==> src/rtl/echo_arb.sv <==
// rtl/echo_arb.sv - two-requester, one-entry-slot arbiter onto heard / heard2 sinks
module echo_arb (
    input  logic        CLK,
    input  logic        nRST,
    input  logic        req0__ENA,
    input  logic        req0_type,
    input  logic [31:0] req0_data,
    output logic        req0__RDY,
    input  logic        req1__ENA,
    input  logic        req1_type,
    input  logic [31:0] req1_data,
    output logic        req1__RDY,
    input  logic        enable,
    output logic        heard__ENA,
    output logic [31:0] heard_v,
    input  logic        heard__RDY,
    output logic        heard2__ENA,
    output logic [15:0] heard2_a,
    output logic [15:0] heard2_b,
    input  logic        heard2__RDY,
    output logic [15:0] count0,
    output logic [15:0] count1,
    output logic        err
);

    logic        full0, full1;
    logic        type0, type1;
    logic [31:0] data0, data1;
    logic        last;
    logic [15:0] cnt0, cnt1;
    logic        err_q;

    logic        elig0, elig1;
    logic        grant0, grant1, grant_any;
    logic        grant_type;
    logic [31:0] grant_data;

    assign req0__RDY = !full0;
    assign req1__RDY = !full1;
    assign count0    = cnt0;
    assign count1    = cnt1;
    assign err       = err_q;

    // A requester only competes when its own sink can take the message,
    // so a stalled sink never blocks the other requester.
    assign elig0 = full0 && enable && (type0 ? heard2__RDY : heard__RDY);
    assign elig1 = full1 && enable && (type1 ? heard2__RDY : heard__RDY);

    // On a tie, the requester that did not win most recently goes first.
    assign grant0    = elig0 && (!elig1 || last);
    assign grant1    = elig1 && (!elig0 || !last);
    assign grant_any = grant0 || grant1;

    always_comb begin
        grant_type  = 1'b0;
        grant_data  = 32'd0;
        heard__ENA  = 1'b0;
        heard_v     = 32'd0;
        heard2__ENA = 1'b0;
        heard2_a    = 16'd0;
        heard2_b    = 16'd0;
        if (grant0) begin
            grant_type = type0;
            grant_data = data0;
        end else if (grant1) begin
            grant_type = type1;
            grant_data = data1;
        end
        if (grant_any && !grant_type) begin
            heard__ENA = 1'b1;
            heard_v    = grant_data;
        end
        if (grant_any && grant_type) begin
            heard2__ENA = 1'b1;
            heard2_a    = grant_data[31:16];
            heard2_b    = grant_data[15:0];
        end
    end

    always_ff @(posedge CLK or negedge nRST) begin
        if (!nRST) begin
            full0 <= 1'b0;
            full1 <= 1'b0;
            type0 <= 1'b0;
            type1 <= 1'b0;
            data0 <= 32'd0;
            data1 <= 32'd0;
            last  <= 1'b1;
            cnt0  <= 16'd0;
            cnt1  <= 16'd0;
            err_q <= 1'b0;
        end else begin
            // A granted slot empties here; RDY was low so nothing refills it this edge.
            if (grant0) begin
                full0 <= 1'b0;
            end else if (req0__ENA && !full0) begin
                full0 <= 1'b1;
                type0 <= req0_type;
                data0 <= req0_data;
            end
            if (grant1) begin
                full1 <= 1'b0;
            end else if (req1__ENA && !full1) begin
                full1 <= 1'b1;
                type1 <= req1_type;
                data1 <= req1_data;
            end
            if ((req0__ENA && full0) || (req1__ENA && full1))
                err_q <= 1'b1;
            if (grant_any)
                last <= grant1;
            if (grant0 && cnt0 != 16'hFFFF)
                cnt0 <= cnt0 + 16'd1;
            if (grant1 && cnt1 != 16'hFFFF)
                cnt1 <= cnt1 + 16'd1;
        end
    end

endmodule
==> config.mk <==
export PLATFORM = sky130hd
export DESIGN_NAME = echo_arb
export DESIGN_NICKNAME = d
export VERILOG_FILES = /design/src/rtl/echo_arb.sv
export SDC_FILE = /design/constraint.sdc
export NUM_CORES = 1
export LEC_CHECK = 0
export ABC_AREA = 1
export BUFFER_PORTS_ARGS = -buffer_cell sky130_fd_sc_hd__clkbuf_2
export CORE_MARGIN = 2
export CORE_UTILIZATION = 25
export DETAILED_ROUTE_END_ITERATION = 12
export GPL_TIMING_DRIVEN = 0
export PLACE_DENSITY = 0.52
export SYNTH_ARGS = -nofsm -noshare
export SYNTH_HDL_FRONTEND = slang
export SYNTH_SLANG_ARGS = --single-unit
==> constraint.sdc <==
create_clock -name CLK -period 3.7 [get_ports CLK]
set_input_delay 0.74 -clock CLK [delete_from_list [all_inputs] [get_ports CLK]]
set_output_delay 0.74 -clock CLK [all_outputs]
set_load 0.02 [all_outputs]
==> flow_summary.yaml, run 1 <==
power:
  p_seq_frac: 0.392
  p_int_mw: 2.911
  vdd_ir_drop_max_uv: 252.2
  clkPwrFrac: 0.194
  leakage_nw: 3.850
  power_mw: 4.937
  combPwrFrac: 0.414
  p_per_area_nw_per_um2: 671.9
  switching_power_mw: 2.026
  switching_share: 0.4103
final_layout:
  num-fill-cells: 2487
  nNetsFinal: 973
  drive_above_1_share: 0.3455
  final_cells: 1190
  design_area_um2: 7348
  multiInputGateArea_um2: 2718
  final_util: 0.3236
  ff_latch_area_um2: 2554
  syn_to_final_growth_pct: 26.38
setup_path:
  cp.required_ns: 2.96
  end_kind: "primary output"
  cpLargestDelayFamily: "simple AND/OR/NAND/NOR gates"
  cp-endpoint: "heard_v[11]"
  worstSetupPathType: "in -> out"
  rrSetupSlack_ns: 1.81
  slowest_delay_ns: 0.26
  path_depth: 9
  cp_cell_sequence: "clkbuf_2, nand2_1, nand2_1, nand3_2, nand3_1, nand3_2, buf_2, nor2_1, clkbuf_2"
  cp.arrival_ns: 2.23
  worst-path-buf-inv: 3
  r2r-start: "count1[0]$_DFFE_PN0P_"
  crit_start: "heard2__RDY"
  startpoint_type: "input port"
  r2r_end: "count1[10]$_DFFE_PN0P_"
  r2r_cells: 9
  critPathMaxFanout: 10
  cp_slowest_cell: "buf_2"
sta:
  fin_ws_ns: 0.7320
  fmax_mhz: 336.9
  period_needed_ns: 2.968
  maxSlewViolCount: 0
  clock-skew-final_ns: 0.008279
  setup_viol: 0
  fin_crit_sh: 0.8022
  tns_ns: 0
  rsz0062_at_grt: "false"
  worst_pin_slew_ns: 0.8890
  whs_ns: 0.4837
  finalHoldViolations: 0
  slew_headroom: 0.4073
die:
  die-area_um2: 24490
  io_pins: 174
  die-width_um: 156.5
  num_rows: 55
  core_um2: 22710
  start_util: 0.2560
  die_y_um: 156.5
synthesis:
  ys_seq_elements: 102
  syn-mean-instance-area_um2: 8.143
  synth_area_leaders: "dfrtp_1 43%, nand2_1 13%, mux2_2 12%, nand3_1 6.5%, inv_1 6.3%"
  synth-simple-area-share: 0.2679
  synth_top_area_share: 0.4347
  synth_cell_types: 27
  synth_area_leader_cell: "dfrtp_1"
  synthMuxAreaShare: 0.1240
  synth-xor-area-share: 0.02109
  seq_area_frac_synth: 0.4392
  synth_compound_area_frac: 0.05014
  syn_area_um2: 5814
  synth_cells: 714
  synthesis.nets: 789
  synth_top_family_by_area: "simple AND/OR/NAND/NOR gates"
  synthAdderAreaFrac: 0.004304
  yosys_warnings: 0
clock_network:
  clock_latency_ns: 0.35
  ctsHoldBuffers: 0
  post-cts-setup-buffers: 0
  cts.sinks: 102
  post_cts_resized: 0
  path_clk_slew_ns: 0.08
  cts-buffers-inserted: 9
  cts_max_path_buffers: 2
  cts_root_buf: "clkbuf_16"
  htree_levels: 3
  cts_tree: "built"
grt:
  grt_busiest_layer: "met2"
  grt_max_degree: 103
  grt_util_all_layers: 0.1412
  met3_usage: 0.03711
  grt_pass1_vias: 5086
  met2_usage: 0.2217
  antenna_found_initial: 3
  grt_pass1_wl_um: 26850
  grt_use_met1: 0.1912
  overflow: 0
placement:
  postPlaceCellArea_um2: 7046
  dp_slack_ns: 0.6755
  hpwl_um: 12820
  numPortBuffers: 173
  dp_cells: 1172
  place_congestion: 0.8051
outcome:
  status: "completed"
drt:
  finalWirelength_um: 17080
  vias: 5208
  viasPerCell: 4.376
  wire_per_inst_um: 14.35
  drt_pass1_iterations: 5
  dr.first_iter.drc_count: 235
  ant_nets: 0
  drc: 0
job:
  cap_violations: 0
worst_hold_path:
  hold_path.class: "in -> async"
[cell type report]
class	count	area share
inverter	99	0.05057
sequential	102	0.3475
timing repair buffer	173	0.1190
multi-input combinational	484	0.3698
buffer	29	0.02333
clock inverter	6	0.008003
antenna	2	0.0006811
clock buffer	10	0.03252
tap	285	0.04853
[flip-flops by register name, summed over array words and instances (netlist names)]
signal,flops
type1,1
type0,1
data1,32
full0,1
count0,16
last,1
count1,16
data0,32
full1,1
err,1
[synth_stat cells]
cell type / number
nand2_1: 194
dfstp_2: 1
nor2_1: 67
mux2_2: 64
dfrtp_1: 101
a21oi_4: 2
nand3b_1: 1
nor2_2: 1
o21ai_0: 23
a221o_1: 1
nor2_8: 1
a21oi_1: 2
o21ai_1: 2
inv_2: 1
nor2_4: 4
nand2_2: 5
xor2_1: 14
nand4_1: 10
inv_1: 98
clkbuf_1: 1
nand3_2: 3
nand3_1: 75
buf_2: 23
buf_4: 1
buf_6: 4
o21ai_2: 13
ha_1: 2
[cells by family after synthesis]
group,count (synthesis)
AOI/OAI and AO/OA,43
xor gates and xnor gates,14
adders and majority gates,2
buffers and inverters,128
DFF,102
muxes,64
and+or+nand+nor,361
[placed cells by master, fill, tap and decap left out, types with 3 or more instances in the layout]
cell type | Yosys | routed
mux2_2 | 64 | 64
buf_6 | 4 | 4
nor2_4 | 4 | 4
clkinv_4 | 0 | 4
clkbuf_2 | 0 | 172
xor2_1 | 14 | 14
o21ai_0 | 23 | 23
nor2_1 | 67 | 67
nand3_2 | 3 | 3
inv_1 | 98 | 98
nand2_1 | 194 | 194
nand4_1 | 10 | 10
nand3_1 | 75 | 75
nand2_2 | 5 | 5
o21ai_2 | 13 | 13
clkbuf_16 | 0 | 9
buf_2 | 23 | 23
dfrtp_1 | 101 | 101
[worst min path at each step]
stage / depth (start not counted) / to
after floorplan: 0 / count0[0]$_DFFE_PN0P_
after global routing: 1 / data1[23]$_DFFE_PN0P_
after CTS: 1 / err$_DFFE_PN0P_
after global placement: 1 / data0[31]$_DFFE_PN0P_
final: 1 / data0[9]$_DFFE_PN0P_
after detailed placement: 1 / err$_DFFE_PN0P_
[metal layers]
metal  wire length [µm]  share of wire  up-vias
met5                 16        0.00094        -
li1                   -              -     2627
met4                337          0.020        2
met1               8070           0.47     2434
met3                950          0.056       21
met2               7706           0.45      124
[power groups by stage]
stage / clock (mW) / combinational, mW / sequential (mW)
finish: 0.958 / 2.05 / 1.93
global route: 1.06 / 2.28 / 2.01
CTS: 1.00 / 2.08 / 1.94
floorplan: 0 / 1.39 / 1.98
detailed placement: 0 / 2.08 / 1.96
global placement: 0 / 2.05 / 1.95
[worst register-to-register path, delay by kind of cell (launching register included)]
family                   cells  cell delay, ns
adder cells (fa/ha/maj)      1            0.28
AND/OR/NAND/NOR              5            0.73
flip-flops                   1            0.45
AO/OA/AOI/OAI                1            0.06
buffers and inverters        2            0.26
Note: power is estimated with default switching activity, not from simulation.
==> run 2: changes to the inputs <==
ABC_AREA = 0   (was 1)
PLACE_DENSITY = 0.53   (was 0.52)
clock period = 3.1 ns   (was 3.7 ns; I/O delays follow)
==> run 2 against run 1 <==
Against the previous run: die area is 15% lower; synthesized cell count is 40% lower; via count is 24% lower; count of clock-buffer cells in the layout is 1 higher; sequential cell count stayed put; non-clock buffer count is 1 lower; setup slack worse by 0.57 ns; sequential power is 15% higher; largest power group is now sequential cells; highest routed layer unchanged.
==> flow_summary.yaml, run 2 <==
clock_network:
  cts-buffers-inserted: 9
  clock_latency_ns: 0.35
  cts.sinks: 102
  cts_max_path_buffers: 2
  cts_tree: "built"
  path_clk_slew_ns: 0.07
  htree_levels: 3
  cts_root_buf: "clkbuf_16"
  ctsHoldBuffers: 0
synthesis:
  ys.flop_type: "dfrtp_1"
  async_reset_ff_frac: 1.000
  synth_area_leader_cell: "dfrtp_1"
  synthesis.nets: 505
  synth_compound_area_frac: 0.06974
  syn_area_um2: 4933
  seq_area_frac_synth: 0.5176
  syn-mean-instance-area_um2: 11.47
  synthMuxAreaShare: 0.1676
  yosys_warnings: 0
  synth-xor-area-share: 0.04616
  synth.most_common_cell: "dfrtp_1"
  ys_seq_elements: 102
  synth_top_family_by_area: "multiplexers"
  synth_common_cells: "101 x dfrtp_1, 76 x nor2_1, 70 x mux2_2"
  synth-simple-area-share: 0.1628
  synthAdderAreaFrac: 0.005072
  synth_cells: 430
  synth_cell_types: 45
  synth_top_area_share: 0.5123
  synth_edf_count: 0
  synth_area_leaders: "dfrtp_1 51%, mux2_2 16%, nor2_1 5.8%, a22oi_1 4.9%, xor2_1 3.6%"
setup_path:
  cp.required_ns: 2.48
  cp.arrival_ns: 2.32
  rrSetupSlack_ns: 0.97
  cp_cell_sequence: "mux2_4, a211o_1, o32a_4, clkbuf_2, nor2_1, clkbuf_2"
  crit_start: "type0$_DFFE_PN0P_"
  cp-endpoint: "heard_v[15]"
  r2r_cells: 4
  path_depth: 6
  cpLargestDelayFamily: "compound AO/OA/AOI/OAI gates"
  critPathMaxFanout: 10
  crit_path_frequent_cell: "clkbuf_2"
  r2r-start: "full0$_DFFE_PN0P_"
  end_kind: "primary output"
  worstSetupPathType: "reg -> out"
  cp_slowest_cell: "dfrtp_2"
  r2r_end: "data0[29]$_DFFE_PN0P_"
  worst-path-buf-inv: 2
  slowest_delay_ns: 0.45
  startpoint_type: "register"
placement:
  hpwl_um: 10170
  numPortBuffers: 173
  dp_cells: 868
  dp_slack_ns: -0.5386
  place_congestion: 0.7595
die:
  io_pins: 174
  die_y_um: 144.5
  start_util: 0.2543
  num_rows: 51
  core_um2: 19400
  die-area_um2: 20870
  die-width_um: 144.5
power:
  leakage_nw: 2.989
  p_per_area_nw_per_um2: 787.8
  vdd_ir_drop_max_uv: 351.0
sta:
  fin_crit_sh: 0.9484
  slew_headroom: 0.4440
  worst_pin_slew_ns: 0.8340
  setup_viol: 0
  fin_ws_ns: 0.1599
  fmax_mhz: 340.1
  period_needed_ns: 2.940
  clock-skew-final_ns: 0.008860
  finalHoldViolations: 0
  tns_ns: 0
  maxSlewViolCount: 0
grt:
  overflow: 0
  grt_pass1_vias: 3722
  grt_pass1_wl_um: 20750
  grt_util_all_layers: 0.1322
  grt_max_degree: 103
  antenna_found_initial: 1
drt:
  vias: 3969
  drt_pass1_iterations: 4
  drc: 0
  ant_nets: 0
  finalWirelength_um: 13950
  wire_per_inst_um: 15.75
  dr.first_iter.drc_count: 135
  viasPerCell: 4.480
final_layout:
  drive_above_1_share: 0.4863
  syn_to_final_growth_pct: 32.46
  final_util: 0.3369
  final_cells: 886
  nNetsFinal: 691
  num_antenna_cells: 0
  num-fill-cells: 2020
  largest_registers: "data0: 32 flops, data1: 32 flops"
  final_cell_mix: "176 x clkbuf_2, 99 x dfrtp_1, 76 x nor2_1"
  final_common_cell: "clkbuf_2"
worst_hold_path:
  hold_path.class: "in -> async"
job:
  cap_violations: 0
outcome:
  status: "completed"
run 2: worst register-to-register path, cell delays in order (launching register included):
cell      delay, ns
dfrtp_1        0.48
nor2b_1        0.18
clkbuf_1       0.40
clkbuf_1       0.54
mux2_2         0.40
run 2: worst min-delay path by stage:
stage,end,slack (ns)
global route,count0[5]$_DFFE_PN0P_,0.41
floorplan,count0[0]$_DFFE_PN0P_,0.32
detailed placement,err$_DFFE_PN0P_,0.48
finish,count0[5]$_DFFE_PN0P_,0.36
global placement,err$_DFFE_PN0P_,0.49
CTS,count0[6]$_DFFE_PN0P_,0.41
run 2: layout make-up:
type / count / area, µm² / share of cell area
timing repair buffer: 175 / 902.1 / 0.1380
clock buffer: 11 / 252.7 / 0.03868
tap: 265 / 331.6 / 0.05074
multi-input combinational: 295 / 2280 / 0.3488
buffer: 26 / 152.6 / 0.02336
inverter: 7 / 26.28 / 0.004021
sequential: 102 / 2556 / 0.3912
clock inverter: 5 / 33.78 / 0.005169
run 2: logic make-up (layout without fill, tap and decap cells):
group,count (synthesis),after routing
flops,102,102
xor+xnor,26,26
compound gates,46,46
mux,73,73
fa+ha+maj,2,2
simple gates,148,148
buf+inv,33,224
run 2: where the power goes:
group / internal [mW] / leakage [nW] / switching [mW] / total [mW]
combinational: 0.845 / 1.62 / 0.997 / 1.84
sequential: 1.86 / 1.23 / 0.350 / 2.21
clock: 0.588 / 0.138 / 0.513 / 1.10
run 2: metrics by stage:
stage | cell area [µm²] | power [mW] | hold WS (ns)
finish | 6535 | 5.149 | 0.3650
detailed placement | 6140 | 4.020 | 0.4806
global route | 6535 | 5.509 | 0.4134
CTS | 6486 | 5.210 | 0.4059
floorplan | 4933 | 3.400 | 0.3244
global placement | 6131 | 3.988 | 0.4866
run 2: layer usage:
metal	vias to the layer above	wire (µm)	global-route usage
li1	1914	-	-
met1	1938	6256	0.1705
met2	105	6720	0.2140
met3	10	799	0.04603
met4	2	162	0.02964
met5	-	13	0
run 2: repair_timing:
| item | 4_1_cts | 5_1_grt |
|---|---|---|
| gates resized for setup | 10 | 16 |
| endpoints found under the hold margin | 0 | 0 |
| endpoints found under the setup margin | 64 | 64 |
| setup buffers | 2 | 0 |
==> run 3: changes to the inputs <==
PLACE_DENSITY = 0.54   (was 0.53)
SKIP_CTS_REPAIR_TIMING = 1   (was not set)
SKIP_LAST_GASP = 1   (was not set)
==> run 3 against run 2 <==
Against the previous run: worst hold slack improved by 0.019 ns; setup slack worse by 0.028 ns; combinational power hardly changed; non-clock buffer count up 2; count of clock-buffer cells in the layout decreased by 1; wire length up 0.27%; register-to-register slack improved by 0.09 ns; die area stayed put; sequential cell count unchanged; fmax fell by 0.94%; clock power up 5%; highest routed layer is now met4.
==> flow_summary.yaml, run 3 (synthesized netlist as in run 2, its figures left out) <==
setup_path:
  end_kind: "primary output"
  worstSetupPathType: "reg -> out"
  cp.required_ns: 2.48
  slowest_delay_ns: 0.44
  crit_start: "type1$_DFFE_PN0P_"
  r2r_cells: 4
  cp_slowest_cell: "dfrtp_1"
  cp.arrival_ns: 2.35
  rrSetupSlack_ns: 1.06
  cp_cell_sequence: "mux2i_4, o2111a_1, clkbuf_4, clkbuf_4, a22oi_1, nor2_1, clkbuf_2"
  critPathMaxFanout: 10
  crit_path_frequent_cell: "clkbuf_4"
  r2r-start: "full0$_DFFE_PN0P_"
  startpoint_type: "register"
sta:
  clock-skew-final_ns: 0.005169
  period_needed_ns: 2.968
  worst_pin_slew_ns: 0.8426
  fin_ws_ns: 0.1320
  setup_viol: 0
  fin_crit_sh: 0.9574
  slew_headroom: 0.4383
  whs_ns: 0.3843
  fmax_mhz: 336.9
  maxSlewViolCount: 0
  finalHoldViolations: 0
final_layout:
  final_cell_mix: "176 x clkbuf_2, 100 x dfrtp_1, 76 x nor2_1"
  final_common_cell: "clkbuf_2"
  num-fill-cells: 2032
  final_cells: 889
  largest_registers: "data0: 32 flops, data1: 32 flops"
  nNetsFinal: 693
  drive_above_1_share: 0.4848
  design_area_um2: 6538
  syn_to_final_growth_pct: 32.51
drt:
  drt_pass1_iterations: 4
  dr.first_iter.drc_count: 150
  highest_layer: "met4"
  wire_per_inst_um: 15.74
  vias: 4012
  dr_wl_met3_um: 788
  viasPerCell: 4.513
  met2_wirelength_um: 6695
  ant_nets: 0
  wl_met1_um: 6234
  finalWirelength_um: 13990
  drc: 0
worst_hold_path:
  hold_path.class: "in -> async"
clock_network:
  cts_root_buf: "clkbuf_16"
  cts_max_path_buffers: 2
  clock_latency_ns: 0.34
  htree_levels: 3
  cts-buffers-inserted: 9
  cts_tree: "built"
  cts.sinks: 102
  path_clk_slew_ns: 0.07
power:
  power_mw: 5.185
  p_per_area_nw_per_um2: 793.1
  vdd_ir_drop_max_uv: 276.8
  leakage_nw: 3.000
die:
  die_y_um: 144.5
  num_rows: 51
  core_um2: 19400
  start_util: 0.2543
  io_pins: 174
  die-width_um: 144.5
  die-area_um2: 20870
placement:
  hpwl_um: 10340
  postPlaceCellArea_um2: 6140
  place_congestion: 0.7576
  dp_slack_ns: -0.5419
  dp_cells: 868
  numPortBuffers: 173
outcome:
  status: "completed"
grt:
  grt_pass1_vias: 3989
  grt_pass1_wl_um: 21760
  grt_util_all_layers: 0.1370
  grt_max_degree: 103
  antenna_found_initial: 0
  overflow: 0
job:
  cap_violations: 0
-- run 3: through the flow --
stage	TNS (ns)	util
6_report	0	0.3370
5_1_grt	-0.1258	0.3369
4_1_cts	-22.65	0.3320
3_5_place_dp	-16.46	0.3165
3_3_place_gp	-32.55	0.3160
2_1_floorplan	0	-
-- run 3: area by class of cell --
cell class / instances / area, µm² / area share
antenna: 1 / 2.502 / 0.0003828
multi-input combinational: 295 / 2256 / 0.3451
sequential: 102 / 2555 / 0.3908
buffer: 26 / 148.9 / 0.02278
tap: 265 / 331.6 / 0.05072
clock inverter: 6 / 61.31 / 0.009378
inverter: 7 / 26.28 / 0.004019
timing repair buffer: 177 / 917.1 / 0.1403
clock buffer: 10 / 239.0 / 0.03655
-- run 3: routing by layer --
| layer | up-vias | track usage |
|---|---|---|
| met5 | - | 0 |
| met2 | 109 | 0.2252 |
| met3 | 15 | 0.03543 |
| li1 | 1913 | - |
| met1 | 1975 | 0.1747 |
| met4 | 0 | 0.04752 |
-- run 3: power breakdown --
part | switching [mW] | internal [mW] | leakage (nW) | total [mW]
Combinational | 0.991 | 0.839 | 1.62 | 1.83
Sequential | 0.350 | 1.85 | 1.23 | 2.20
Clock | 0.505 | 0.645 | 0.148 | 1.15
Total | 1.85 | 3.34 | 3.00 | 5.18
-- run 3: path summary, 6_finish.rpt --
kind / end
worst max register to register: data0[25]$_DFFE_PN0P_
worst min-delay path: count0[13]$_DFFE_PN0P_
min in group CLK: err$_DFFE_PN0P_
worst max-delay path: heard2_a[8]
worst min register to register: err$_DFFE_PN0P_
max in group asynchronous: type0$_DFFE_PN0P_
-- run 3: critical path: cells and delay by family (launching register included) --
| kind | cells | cell delay, ns |
|---|---|---|
| buffers and inverters | 3 | 0.68 |
| flip-flops | 1 | 0.44 |
| AND/OR/NAND/NOR | 1 | 0.13 |
| AO/OA/AOI/OAI | 2 | 0.41 |
| multiplexers | 1 | 0.34 |
